## config.mk

```make
export PLATFORM = sky130hd
export DESIGN_NAME = data_read_capture_ctrl
export DESIGN_NICKNAME = d
export VERILOG_FILES = /design/src/rtl/data_read_capture_ctrl.sv
export SDC_FILE = /design/constraint.sdc
export NUM_CORES = 1
export LEC_CHECK = 0
export CAP_MARGIN = 25
export CORE_ASPECT_RATIO = 1.25
export CORE_MARGIN = 2
export CORE_UTILIZATION = 45
export CTS_CLUSTER_SIZE = 16
export DETAILED_ROUTE_END_ITERATION = 16
export GPL_ROUTABILITY_DRIVEN = 1
export PLACE_DENSITY = 0.82
export SYNTH_ARGS = -nofsm -noshare
export SYNTH_HDL_FRONTEND = slang
export SYNTH_SLANG_ARGS = --single-unit
```

## constraint.sdc

```tcl
create_clock -name S_AXI_ACLK -period 3.3 [get_ports S_AXI_ACLK]
set_input_delay 0.66 -clock S_AXI_ACLK [delete_from_list [all_inputs] [get_ports S_AXI_ACLK]]
set_output_delay 0.66 -clock S_AXI_ACLK [all_outputs]
set_load 0.05 [all_outputs]
```

## src/rtl/data_read_capture_ctrl.sv

```systemverilog
// Capture controller: after a start request, it streams NUM_BANKS*BANK_DEPTH qualified samples into a banked buffer.
// Optional feature macro: DATA_READ_TRIG_EN. When it is defined, ARM waits for the external trig input to go high.
module data_read_capture_ctrl #(
  parameter int BANK_DEPTH = 1024,
  parameter int NUM_BANKS  = 4
) (
  input  logic                          S_AXI_ACLK,
  input  logic                          S_AXI_ARESETN,
  input  logic                          cr_start,
  input  logic                          cr_abort,
  input  logic                          trig,
  input  logic                          sample_valid,
  input  logic [31:0]                   sample_data,
  output logic                          buf_we,
  output logic [$clog2(BANK_DEPTH)-1:0] buf_waddr,
  output logic [$clog2(NUM_BANKS)-1:0]  buf_wsel,
  output logic [31:0]                   buf_wdata,
  output logic                          sr_c,
  output logic                          busy,
  output logic                          sr_ovr
);

  localparam int AW = $clog2(BANK_DEPTH);
  localparam int SW = $clog2(NUM_BANKS);
  localparam int CW = AW + SW;
  localparam logic [CW-1:0] LAST_WORD = {CW{1'b1}};

  typedef enum logic [1:0] {S_IDLE, S_ARM, S_CAPTURE, S_DONE} state_t;

  state_t        r_state;
  logic [CW-1:0] r_cnt;
  logic          r_we;
  logic [AW-1:0] r_waddr;
  logic [SW-1:0] r_wsel;
  logic [31:0]   r_wdata;
  logic          r_sr_c;
  logic          r_sr_ovr;
  logic          r_busy;
  logic          w_arm_go;

`ifdef DATA_READ_TRIG_EN
  assign w_arm_go = trig;
`else
  // The trig port is kept for a uniform interface, but ARM always lasts a single cycle.
  assign w_arm_go = 1'b1 | trig;
`endif

  // NOTE: sequential state uses non-blocking assignments only, so every register samples pre-edge values.
  always_ff @(posedge S_AXI_ACLK or negedge S_AXI_ARESETN) begin
    if (!S_AXI_ARESETN) begin
      r_state  <= S_IDLE;
      r_cnt    <= '0;
      r_we     <= 1'b0;
      r_waddr  <= '0;
      r_wsel   <= '0;
      r_wdata  <= '0;
      r_sr_c   <= 1'b0;
      r_sr_ovr <= 1'b0;
      r_busy   <= 1'b0;
    end else begin
      // NOTE: buf_we defaults low each cycle. The address and data registers are left unassigned, so they hold.
      r_we <= 1'b0;
      case (r_state)
        S_IDLE: begin
          if (cr_start) begin
            r_state  <= S_ARM;
            r_cnt    <= '0;
            r_sr_c   <= 1'b0;
            r_sr_ovr <= 1'b0;
            r_busy   <= 1'b1;
          end
        end
        S_ARM: begin
          if (cr_abort) begin
            r_state <= S_IDLE;
            r_busy  <= 1'b0;
          end else if (w_arm_go) begin
            r_state <= S_CAPTURE;
          end
        end
        S_CAPTURE: begin
          if (cr_abort) begin
            r_state <= S_IDLE;
            r_busy  <= 1'b0;
          end else if (sample_valid) begin
            r_we    <= 1'b1;
            r_waddr <= r_cnt[AW-1:0];
            r_wsel  <= r_cnt[CW-1:AW];
            r_wdata <= sample_data;
            if (r_cnt == LAST_WORD) begin
              // The counter parks on the final word; sr_c rises together with the last buf_we.
              r_state <= S_DONE;
              r_sr_c  <= 1'b1;
              r_busy  <= 1'b0;
            end else begin
              r_cnt <= r_cnt + 1'b1;
            end
          end
        end
        S_DONE: begin
          if (cr_start) begin
            r_state  <= S_ARM;
            r_cnt    <= '0;
            r_sr_c   <= 1'b0;
            r_sr_ovr <= 1'b0;
            r_busy   <= 1'b1;
          end else if (sample_valid) begin
            r_sr_ovr <= 1'b1;
          end
        end
        default: begin
          r_state <= S_IDLE;
          r_busy  <= 1'b0;
        end
      endcase
    end
  end

  assign buf_we    = r_we;
  assign buf_waddr = r_waddr;
  assign buf_wsel  = r_wsel;
  assign buf_wdata = r_wdata;
  assign sr_c      = r_sr_c;
  assign sr_ovr    = r_sr_ovr;
  assign busy      = r_busy;

endmodule

```

# Yosys cells after proc, flatten, opt, wreduce, memory -nomap -nowiden
# Cells that the tools add are included.
[word_totals]
regBits = 62
output_inout_bits = 48
word_cells = 63
inputBits = 38
[op_classes]
eq_ne = 14
muxes = 28
reduce_logical = 10
bitwise = 1
add_sub_neg = 1
[op_table]
columns = ["op", "n"]
rows = [
  ["two-way mux 12 bit", 4],
  ["case mux 12 bit (2 select lines)", 1],
  ["two-way mux 1 bit", 14],
  ["adder 12 x 1 -> 12 bit (second input constant)", 1],
  ["equality test 12 bit (second input constant)", 1],
  ["!= test 2 bit (second input constant)", 6],
  ["two-way mux 2 bit", 5],
  ["AND reduction 5 bit", 2],
  ["!= test 3 bit (second input constant)", 3],
  ["AND reduction 3 bit", 3],
  ["case mux 2 bit (3 select lines)", 1],
  ["equality test 2 bit (second input constant)", 2],
  ["case mux 1 bit (2 select lines)", 2],
  ["AND reduction 4 bit", 1],
  ["nonzero test 2 bit", 2],
  ["case mux 1 bit (3 select lines)", 1],
  ["equality test 2 x 1 -> 1 bit (second input constant)", 1],
  ["zero test 2 bit", 1],
  ["!= test 2 x 1 -> 1 bit (second input constant)", 1],
  ["OR reduction 2 bit", 1],
  ["inverter 1 bit", 1],
]

# Depth between registers and ports, before layout
# Gate-level depths: netlist (run 1).
[logic_depth]
depth_word = 5
depth_mapped = 8
mapped_depth_nobuf = 7

# Worst setup path before layout (run 1)
# Ideal clock, no wire load.
[synth_timing]
path_kind = "flip-flop to flip-flop"
start = "reg r_state[0]"
end = "reg r_cnt[2]"
setup_ps = 80
t_required_ps = 3220
path_stages_with_launch = 9
synth_period_minus_slack_ps = 1768
n_path_buf = 2
arrival_ps = 1687
setup_slack_ps = 1532
path_cell_list = "dfrtp_1 -> inv_1 -> ha_1 -> clkbuf_1 -> nor2_1 -> o22ai_2 -> or2_1 -> buf_6 -> o211ai_2"
[synth_between]
elab_chain_len = 4
word_cells_on_any_way = 11
cone_classes = "6 x eq/ne; 1 x mux; 4 x reduce/logical"
[synth_rtl]
columns = ["item", "line_no", "text"]
rows = [
  ["start: declaration", "30", "state_t r_state;"],
  ["start signal: assignment", "51", "r_state <= S_IDLE;"],
  ["start signal: assignment", "66", "r_state <= S_ARM;"],
  ["start signal: assignment", "75", "r_state <= S_IDLE;"],
  ["equality test 2 bit or zero test 2 bit (tied branches)", "63", "case (r_state)"],
  ["OR reduction 2 bit (no line)", "-", ""],
  ["!= test 2 x 1 -> 1 bit (no line) or nonzero test 2 bit (tied branches)", "-", ""],
  ["AND reduction 5 bit (no line)", "-", ""],
  ["end signal: assignment", "96", "r_cnt <= r_cnt + 1'b1;"],
  ["end: declaration", "31", "logic [CW-1:0] r_cnt;"],
]
# Several ways; a longest one is shown, not always the timed one.
# A chain may end at the register's enable or synchronous reset.

# Worst setup path in the final report (run 1)
[layout_timing]
start = "reg r_state[0]"
end = "reg r_cnt[3]"
# Same word-level chain as after synthesis.

==> results of run 1 <==
## cell families after synthesis
family                   Yosys count  synth area share, %
adder cells (fa/ha/maj)            6                 2.71
buffers and inverters             24                 3.56
AND/OR/NAND/NOR                  179                 27.5
flip-flops                        62                 55.9
multiplexers                       4                 1.58
AO/OA/AOI/OAI                     35                 8.70
## per-stage QoR
stage	worst slack [ns]	hold slack (ns)	std cells
final	0.973	0.474	485
after CTS	0.970	0.479	485
after global placement	0.740	0.456	469
after floorplan	1.53	0.364	310
after global routing	0.769	0.496	485
after detailed placement	0.733	0.463	469
## power by group
part	switching (mW)	internal, mW
clock	0.306	0.272
combinational	1.58	0.816
sequential	0.257	1.10
## cells in the mapped netlist, types with 4 or more instances
master	n	area share, %
nand2_1	142	19
o21ai_0	14	2.5
nand3_1	4	0.72
nor2_1	9	1.2
nand3b_1	9	2.4
clkbuf_1	10	1.4
o221ai_1	6	1.9
ha_1	6	2.7
dfrtp_1	62	56
inv_1	8	1.1
## flip-flops by register name (all words and copies together), names as in the netlist
| signal | count |
|---|---|
| buf_waddr | 10 |
| buf_wdata | 32 |
| sr_ovr | 1 |
| sr_c | 1 |
| r_cnt | 12 |
| buf_wsel | 2 |
| buf_we | 1 |
| r_state | 2 |
| busy | 1 |
## metal layers
layer	global-route usage, %	vias to the layer above
met1	23.2	1139
met3	5.82	19
li1	-	1180
met2	35.5	70
met4	8.04	0
met5	0	-
## worst max-delay path: cells and delay by family, from the launching register on
family / cells / cell delay [ns]
compound gates: 2 / 0.57
fa+ha+maj: 1 / 0.53
buf+inv: 1 / 0.09
flops: 1 / 0.42
simple gates: 2 / 0.57
## worst paths after layout
check,cells past startpoint,end,from,slack [ns]
min in group S_AXI_ACLK,2,buf_waddr[9],buf_waddr[9],0.47
max in group asynchronous,2,buf_wdata[0],S_AXI_ARESETN,2.30
worst max-delay path,6,r_cnt[3],r_state[0],0.97
worst max register to register,6,r_cnt[3],r_state[0],0.97
worst min-delay path,2,buf_waddr[4],S_AXI_ARESETN,0.47
worst min register to register,2,buf_waddr[9],buf_waddr[9],0.47
## final cells by class
cell class,instances,area (um^2),area share (%)
flip-flops and latches,62,1550,40.2
multi-input cells,224,1120,29.1
clock buffers,9,124,3.21
well taps,85,106,2.75
repair buffers,89,873,22.6
inverters,9,33.8,0.874
clock inverters,7,50.0,1.30
==> impl_metrics.toml, run 1 <==
[yosys]
synth_sequential_area_ratio_pct = 55.9
synth.yosys.warnings = 0
synth_edf_count = 0
post_synth.cell_area_avg_um2 = 8.95
synth.lib_cells_used.distinct = 36
synthFlopType = "dfrtp_1"
ys_async_sr_fraction_pct = 100
synth.cell_area_um2 = 2780
netlist_instances = 310
mappedNetlistNets = 354
yosys_register_bits = 62

[routing]
post_drt_wl_per_cell_um = 13.2
wl_met1_mm = 2.57
route.met3.wl_um = 381
drt_first_pass_iters = 6
drt_drc_violations_left = 0
wl_met2_mm = 3.25
ant_nets = 0
highest_layer = "met4"
via_count = 2408
finalWirelength_mm = 6.40
viasPerCell = 4.96
initialDrtViolationCount = 99

[cells_and_area]
final_cell_mix = "nand2_1 (142), clkdlybuf4s50_1 (83), dfrtp_1 (62)"
diodes = 0
most_common_cell_after_layout_fill_and_taps_aside = "nand2_1"
fin_nets = 439
drive_gt1_share_pct = 8.00
finalInstanceArea_um2 = 3860
layout.core_utilization_pct = 63.5
layout.filler_cells = 517
syn_to_final_growth_pct = 39.2

[timing]
setup_repair_after_global_routing_missed_its_margin = "no"
post-route-period-util_pct = 70.5
finalSetupViolations = 0
final-max-slew-violation-count = 0
tns_ns = 0
layout_min_cycle_time_ns = 2.33
clock-skew-final_ns = 0.00802
final-hold-violation-count = 0
relSlewSlack_pct = 48.7
max_slew.worst_pin.slew_ns = 0.770
fmax_ghz = 0.430

[worst_setup_path]
cp_cell_instances = "inv_1, ha_1, nor2_1, o22ai_2, or2_1, o221ai_1"
cp_data_arrival_time_ns = 2.52
crit_fanout = 13
cp_data_required_time_ns = 3.49
end_kind = "flip-flop"
setup.worst_path.start_class = "flip-flop"
critPathKind = "reg -> reg"
timing.critical_path.slowest_cell_delay_ns = 0.53
critPathSlowestCell = "ha_1"

[clocking]
post_cts.resized_instances = 0
ctsRootBufferMaster = "clkbuf_8"
h-tree-depth = 3
clock-sinks = 62
cts_inserted_buffers = 9
path_clk_slew_ns = 0.07
clk_latency_ns = 0.34
clock_tree.buffer_depth = 2
post_cts_hold_buffer_count = 0
cts_tree = "built"
cts_setup_buffers = 0

[pwr]
pwr_density_cell_nw_per_um2 = 1120
power.total_mw = 4.34
total_leakage_power_nw = 1.81
irDropWorstVdd_mv = 0.635

[global_route]
grt_max_degree = 63
grt_use_total_pct = 20.4
grt_antenna_before_repair = 0
grt_pass1_wl_mm = 10.7
grt_overflow_total = 0
grt_pass1_vias = 2423

[place]
port_buffers = 84
placement.cell_area_um2 = 3690
place.gp.congestion = 0.779
post-dp-hpwl_mm = 4.26

[floorplan]
floorplan.die_area_um2 = 6820
die_w_um = 74.2
effective_utilization_at_floorplan_pct = 45.6
ioPinCount = 86
placement_rows = 32
die-height_um = 91.8
core_area_um2 = 6090

[hold_path]
min_path_type = "in -> async"

[run]
max_cap_viol_count = 0

[run_status]
outcome = "completed"
Note: power is estimated with default switching activity, not from simulation.
==> run 2: changes to the inputs <==
==> constraint.sdc (replaced) <==
create_clock -name S_AXI_ACLK -period 2.2 [get_ports S_AXI_ACLK]
set_input_delay 0.44 -clock S_AXI_ACLK [delete_from_list [all_inputs] [get_ports S_AXI_ACLK]]
set_output_delay 0.44 -clock S_AXI_ACLK [all_outputs]
set_load 0.05 [all_outputs]
==> impl_metrics.toml, run 2 (same netlist as run 1, synthesis figures left out) <==
[run]
max_cap_viol_count = 0

[clocking]
clock_tree.buffer_depth = 2
clk_latency_ns = 0.34
cts_inserted_buffers = 9
cts_setup_buffers = 0
ctsRootBufferMaster = "clkbuf_8"
clock-sinks = 62
h-tree-depth = 3
path_clk_slew_ns = 0.07
cts_tree = "built"

[run_status]
outcome = "completed"

[worst_setup_path]
cp_data_required_time_ns = 2.40
end_kind = "flip-flop"
cp_data_arrival_time_ns = 2.17
critPathKind = "reg -> reg"
setup.worst_path.start_class = "flip-flop"
crit_fanout = 9
rr_worst_depth = 7

[routing]
finalWirelength_mm = 6.60
drt_drc_violations_left = 0
via_count = 2454
ant_nets = 0
initialDrtViolationCount = 162
viasPerCell = 5.00
drt_first_pass_iters = 4
post_drt_wl_per_cell_um = 13.4

[cells_and_area]
layout.filler_cells = 501
most_common_cell_after_layout_fill_and_taps_aside = "nand2_1"
finalInstanceArea_um2 = 3980
fin_nets = 445
drive_gt1_share_pct = 9.36
instances_no_fill = 491
max_ffs_per_register = 32
final_cell_mix = "nand2_1 (142), clkdlybuf4s50_1 (83), dfrtp_1 (62)"
syn_to_final_growth_pct = 43.6
diodes = 0

[timing]
timing.final.ws_setup_ns = 0.227
fmax_ghz = 0.507
finalSetupViolations = 0
tns_ns = 0
setup_repair_after_global_routing_missed_its_margin = "no"
clock-skew-final_ns = 0.00495
layout_min_cycle_time_ns = 1.97
max_slew.worst_pin.slew_ns = 0.527
post-route-period-util_pct = 89.7
final-max-slew-violation-count = 0
relSlewSlack_pct = 64.8
final-hold-violation-count = 0

[pwr]
clkPwrFrac_pct = 16.8
power_report.internal_total_mw = 3.70
p_sw_share_pct = 46.7
combinationalPowerShare_pct = 53.8
share_seq_of_total_power_pct = 29.4
power.net_switching_mw = 3.23
irDropWorstVdd_mv = 1.10
total_leakage_power_nw = 1.88
pwr_density_cell_nw_per_um2 = 1740

[floorplan]
effective_utilization_at_floorplan_pct = 45.6
core_area_um2 = 6090
floorplan.die_area_um2 = 6820
die_w_um = 74.2
ioPinCount = 86
die-height_um = 91.8
placement_rows = 32

[global_route]
grt_max_degree = 63
grt_overflow_total = 0
grt_pass1_wl_mm = 10.9
grt_use_total_pct = 20.7
grt_pass1_vias = 2425
grt_antenna_before_repair = 0

[hold_path]
min_path_type = "in -> async"

[place]
place.gp.congestion = 0.827
post-dp-hpwl_mm = 4.51
numPlacedInstances = 475
placement.setup.worst_slack_ns = 0.0895
placement.cell_area_um2 = 3750
port_buffers = 84
## run 2: routing by layer
metal / GRT usage (%) / up-vias / wire length, um
met3: 3.52 / 12 / 307
met2: 35.9 / 67 / 3550
met1: 24.0 / 1180 / 2620
li1: - / 1195 / -
met4: 10.6 / 0 / 118
met5: 0 / - / 0
## run 2: worst max-delay path, cell delays in order (launching register included)
cell and delay [ns]:
dfrtp_1 0.43, inv_1 0.11, ha_1 0.32, inv_1 0.07, nor4_1 0.37, or2_4 0.26, buf_4 0.16, o221ai_1 0.11
## run 2: layout make-up
type,instances,area [um^2],share of cell area [%]
Sequential cell,62,1550,38.9
Multi-Input combinational cell,224,1130,28.3
Timing Repair Buffer,95,931,23.4
Clock buffer,13,169,4.24
Tap cell,85,106,2.67
Clock inverter,3,65.1,1.63
Inverter,9,33.8,0.848
## run 2: per-stage QoR
stage          power, mW  util (%)  hold WS [ns]
4_1_cts             6.98      65.4         0.108
5_1_grt             7.33      65.5         0.122
3_3_place_gp        5.65      61.6         0.456
2_1_floorplan       4.51         -         0.144
3_5_place_dp        5.79      61.6         0.462
6_report            6.93      65.5        0.0806
## run 2: power groups by stage
stage | Combinational [mW] | Clock (mW) | Sequential, mW
2_1_floorplan | 1.14 | 0 | 3.38
3_3_place_gp | 3.62 | 0 | 2.03
3_5_place_dp | 3.72 | 0 | 2.06
4_1_cts | 3.75 | 1.19 | 2.04
5_1_grt | 4.00 | 1.23 | 2.10
6_report | 3.73 | 1.16 | 2.04
## run 2: worst paths after layout
kind,from,slack [ns],endpoint
worst max-delay path,r_state[0],0.23,r_cnt[3]
worst min-delay path,S_AXI_ARESETN,0.08,buf_waddr[4]
worst max register to register,r_state[0],0.23,r_cnt[3]
worst min register to register,buf_wsel[0],0.47,buf_wsel[0]
max in group asynchronous,S_AXI_ARESETN,1.83,buf_wdata[18]
min in group S_AXI_ACLK,buf_wsel[0],0.47,buf_wsel[0]
## run 2: timing repair
action | 4_1_cts | 5_1_grt
resized for setup | 0 | 1
hold buffers | 0 | 0
setup endpoints to repair | 0 | 4
hold endpoints to repair | 0 | 0
==> run 3: changes to the inputs <==
--- a/config.mk
+++ b/config.mk
@@ -8,11 +8,11 @@
 export CAP_MARGIN = 25
 export CORE_ASPECT_RATIO = 1.25
 export CORE_MARGIN = 2
-export CORE_UTILIZATION = 45
+export CORE_UTILIZATION = 46
 export CTS_CLUSTER_SIZE = 16
 export DETAILED_ROUTE_END_ITERATION = 16
 export GPL_ROUTABILITY_DRIVEN = 1
-export PLACE_DENSITY = 0.82
+export PLACE_DENSITY = 0.83
 export SYNTH_ARGS = -nofsm -noshare
 export SYNTH_HDL_FRONTEND = slang
 export SYNTH_SLANG_ARGS = --single-unit
==> impl_metrics.toml, run 3 (same netlist as run 1, synthesis figures left out) <==
[cells_and_area]
diodes = 0
layout.core_utilization_pct = 67.4
most_common_cell_after_layout_fill_and_taps_aside = "nand2_1"
max_ffs_per_register = 32
drive_gt1_share_pct = 9.36
fin_nets = 445
syn_to_final_growth_pct = 41.3
final_cell_mix = "nand2_1 (142), clkdlybuf4s50_1 (83), dfrtp_1 (62)"

[routing]
finalWirelength_mm = 6.41
initialDrtViolationCount = 111
ant_nets = 0
drt_first_pass_iters = 4
drt_drc_violations_left = 0
post_drt_wl_per_cell_um = 13.6
via_count = 2468
viasPerCell = 5.23

[timing]
relSlewSlack_pct = 64.9
tns_ns = 0
layout_min_cycle_time_ns = 2.03
final-max-slew-violation-count = 0
finalSetupViolations = 0
final-hold-violation-count = 0
clock-skew-final_ns = 0.0103
max_slew.worst_pin.slew_ns = 0.524
fmax_ghz = 0.492
post-route-period-util_pct = 92.4
setup_repair_after_global_routing_missed_its_margin = "no"

[worst_setup_path]
worst-path-stages = 7
timing.critical_path.slowest_cell_delay_ns = 0.42
cp_data_arrival_time_ns = 2.28
crit_fanout = 10
rr_worst_depth = 7
cp_data_required_time_ns = 2.45
critPathBufInv = 2
critPathKind = "reg -> reg"
cpLargestDelayFamily = "simple AND/OR/NAND/NOR gates"
critPathSlowestCell = "dfrtp_1"
setup.worst_path.start_class = "flip-flop"
cp_cell_instances = "inv_1, ha_1, nor2_1, o22ai_2, or2_1, buf_4, o221ai_1"
end_kind = "flip-flop"

[floorplan]
placement_rows = 31
ioPinCount = 86
floorplan.die_area_um2 = 6670
effective_utilization_at_floorplan_pct = 47.7
die-height_um = 90.8
die_w_um = 73.5
core_area_um2 = 5820

[place]
post-dp-hpwl_mm = 4.35
place.gp.congestion = 0.756
port_buffers = 84

[pwr]
pwr_density_cell_nw_per_um2 = 1710
irDropWorstVdd_mv = 1.02
total_leakage_power_nw = 1.86

[global_route]
grt_use_total_pct = 20.6
grt_pass1_vias = 2480
grt_antenna_before_repair = 0
grt_overflow_total = 0
grt_pass1_wl_mm = 10.8
grt_max_degree = 63

[clocking]
cts_inserted_buffers = 9
cts_tree = "built"
ctsRootBufferMaster = "clkbuf_8"
cts_setup_buffers = 0
post_cts.resized_instances = 0
path_clk_slew_ns = 0.07
post_cts_hold_buffer_count = 0
h-tree-depth = 3
clock_tree.buffer_depth = 2
clock-sinks = 62
clk_latency_ns = 0.34

[hold_path]
min_path_type = "in -> async"

[run]
max_cap_viol_count = 0

[run_status]
outcome = "completed"
run 3: cell types whose count changed in the layout (fill, tap and decap cells not counted), sizes merged:
cell | previous run | this run
inv | 9 | 10
clkinvlp | 0 | 1
bufinv | 2 | 1
clkinv | 1 | 4
clkbuf | 13 | 9
run 3: cell type report:
type / count / area (um^2)
fillers: 474 / 1900
flip-flops and latches: 62 / 1550
multi-input cells: 224 / 1120
repair buffers: 95 / 931
clock buffers: 9 / 124
well taps: 66 / 82.6
clock inverters: 7 / 73.8
inverters: 9 / 33.8
run 3: power by group:
group          switching, mW  total (mW)  internal (mW)
Sequential             0.376        2.03           1.66
Combinational           2.40        3.68           1.28
Clock                  0.467       0.993          0.526
Total                   3.24        6.71           3.47
run 3: metrics by stage:
step / worst slack, ns / instance area [um^2] / power [mW] / std cells / hold slack, ns
final: 0.167 / 3920 / 6.71 / 472 / 0.0722
after global routing: 0.00272 / 3920 / 7.14 / 472 / 0.124
after detailed placement: 0.0592 / 3720 / 5.74 / 456 / 0.462
after CTS: 0.176 / 3920 / 6.75 / 472 / 0.109
after global placement: 0.123 / 3720 / 5.64 / 456 / 0.456
after floorplan: 0.432 / 2780 / 4.51 / 310 / 0.144
run 3: layer usage:
metal	track usage, %	routed length (um)
met3	5.25	414
met2	36.0	3230
met5	0	0
met4	6.97	78
met1	23.8	2690
run 3: worst paths after layout:
path	startpoint	endpoint	slack [ns]
worst max-delay path	r_state[0]	r_cnt[7]	0.17
worst min register to register	buf_wdata[22]	buf_wdata[22]	0.47
worst max register to register	r_state[0]	r_cnt[7]	0.17
min in group S_AXI_ACLK	buf_wdata[22]	buf_wdata[22]	0.47
worst min-delay path	S_AXI_ARESETN	buf_wdata[11]	0.07
max in group asynchronous	S_AXI_ARESETN	buf_wdata[26]	1.81
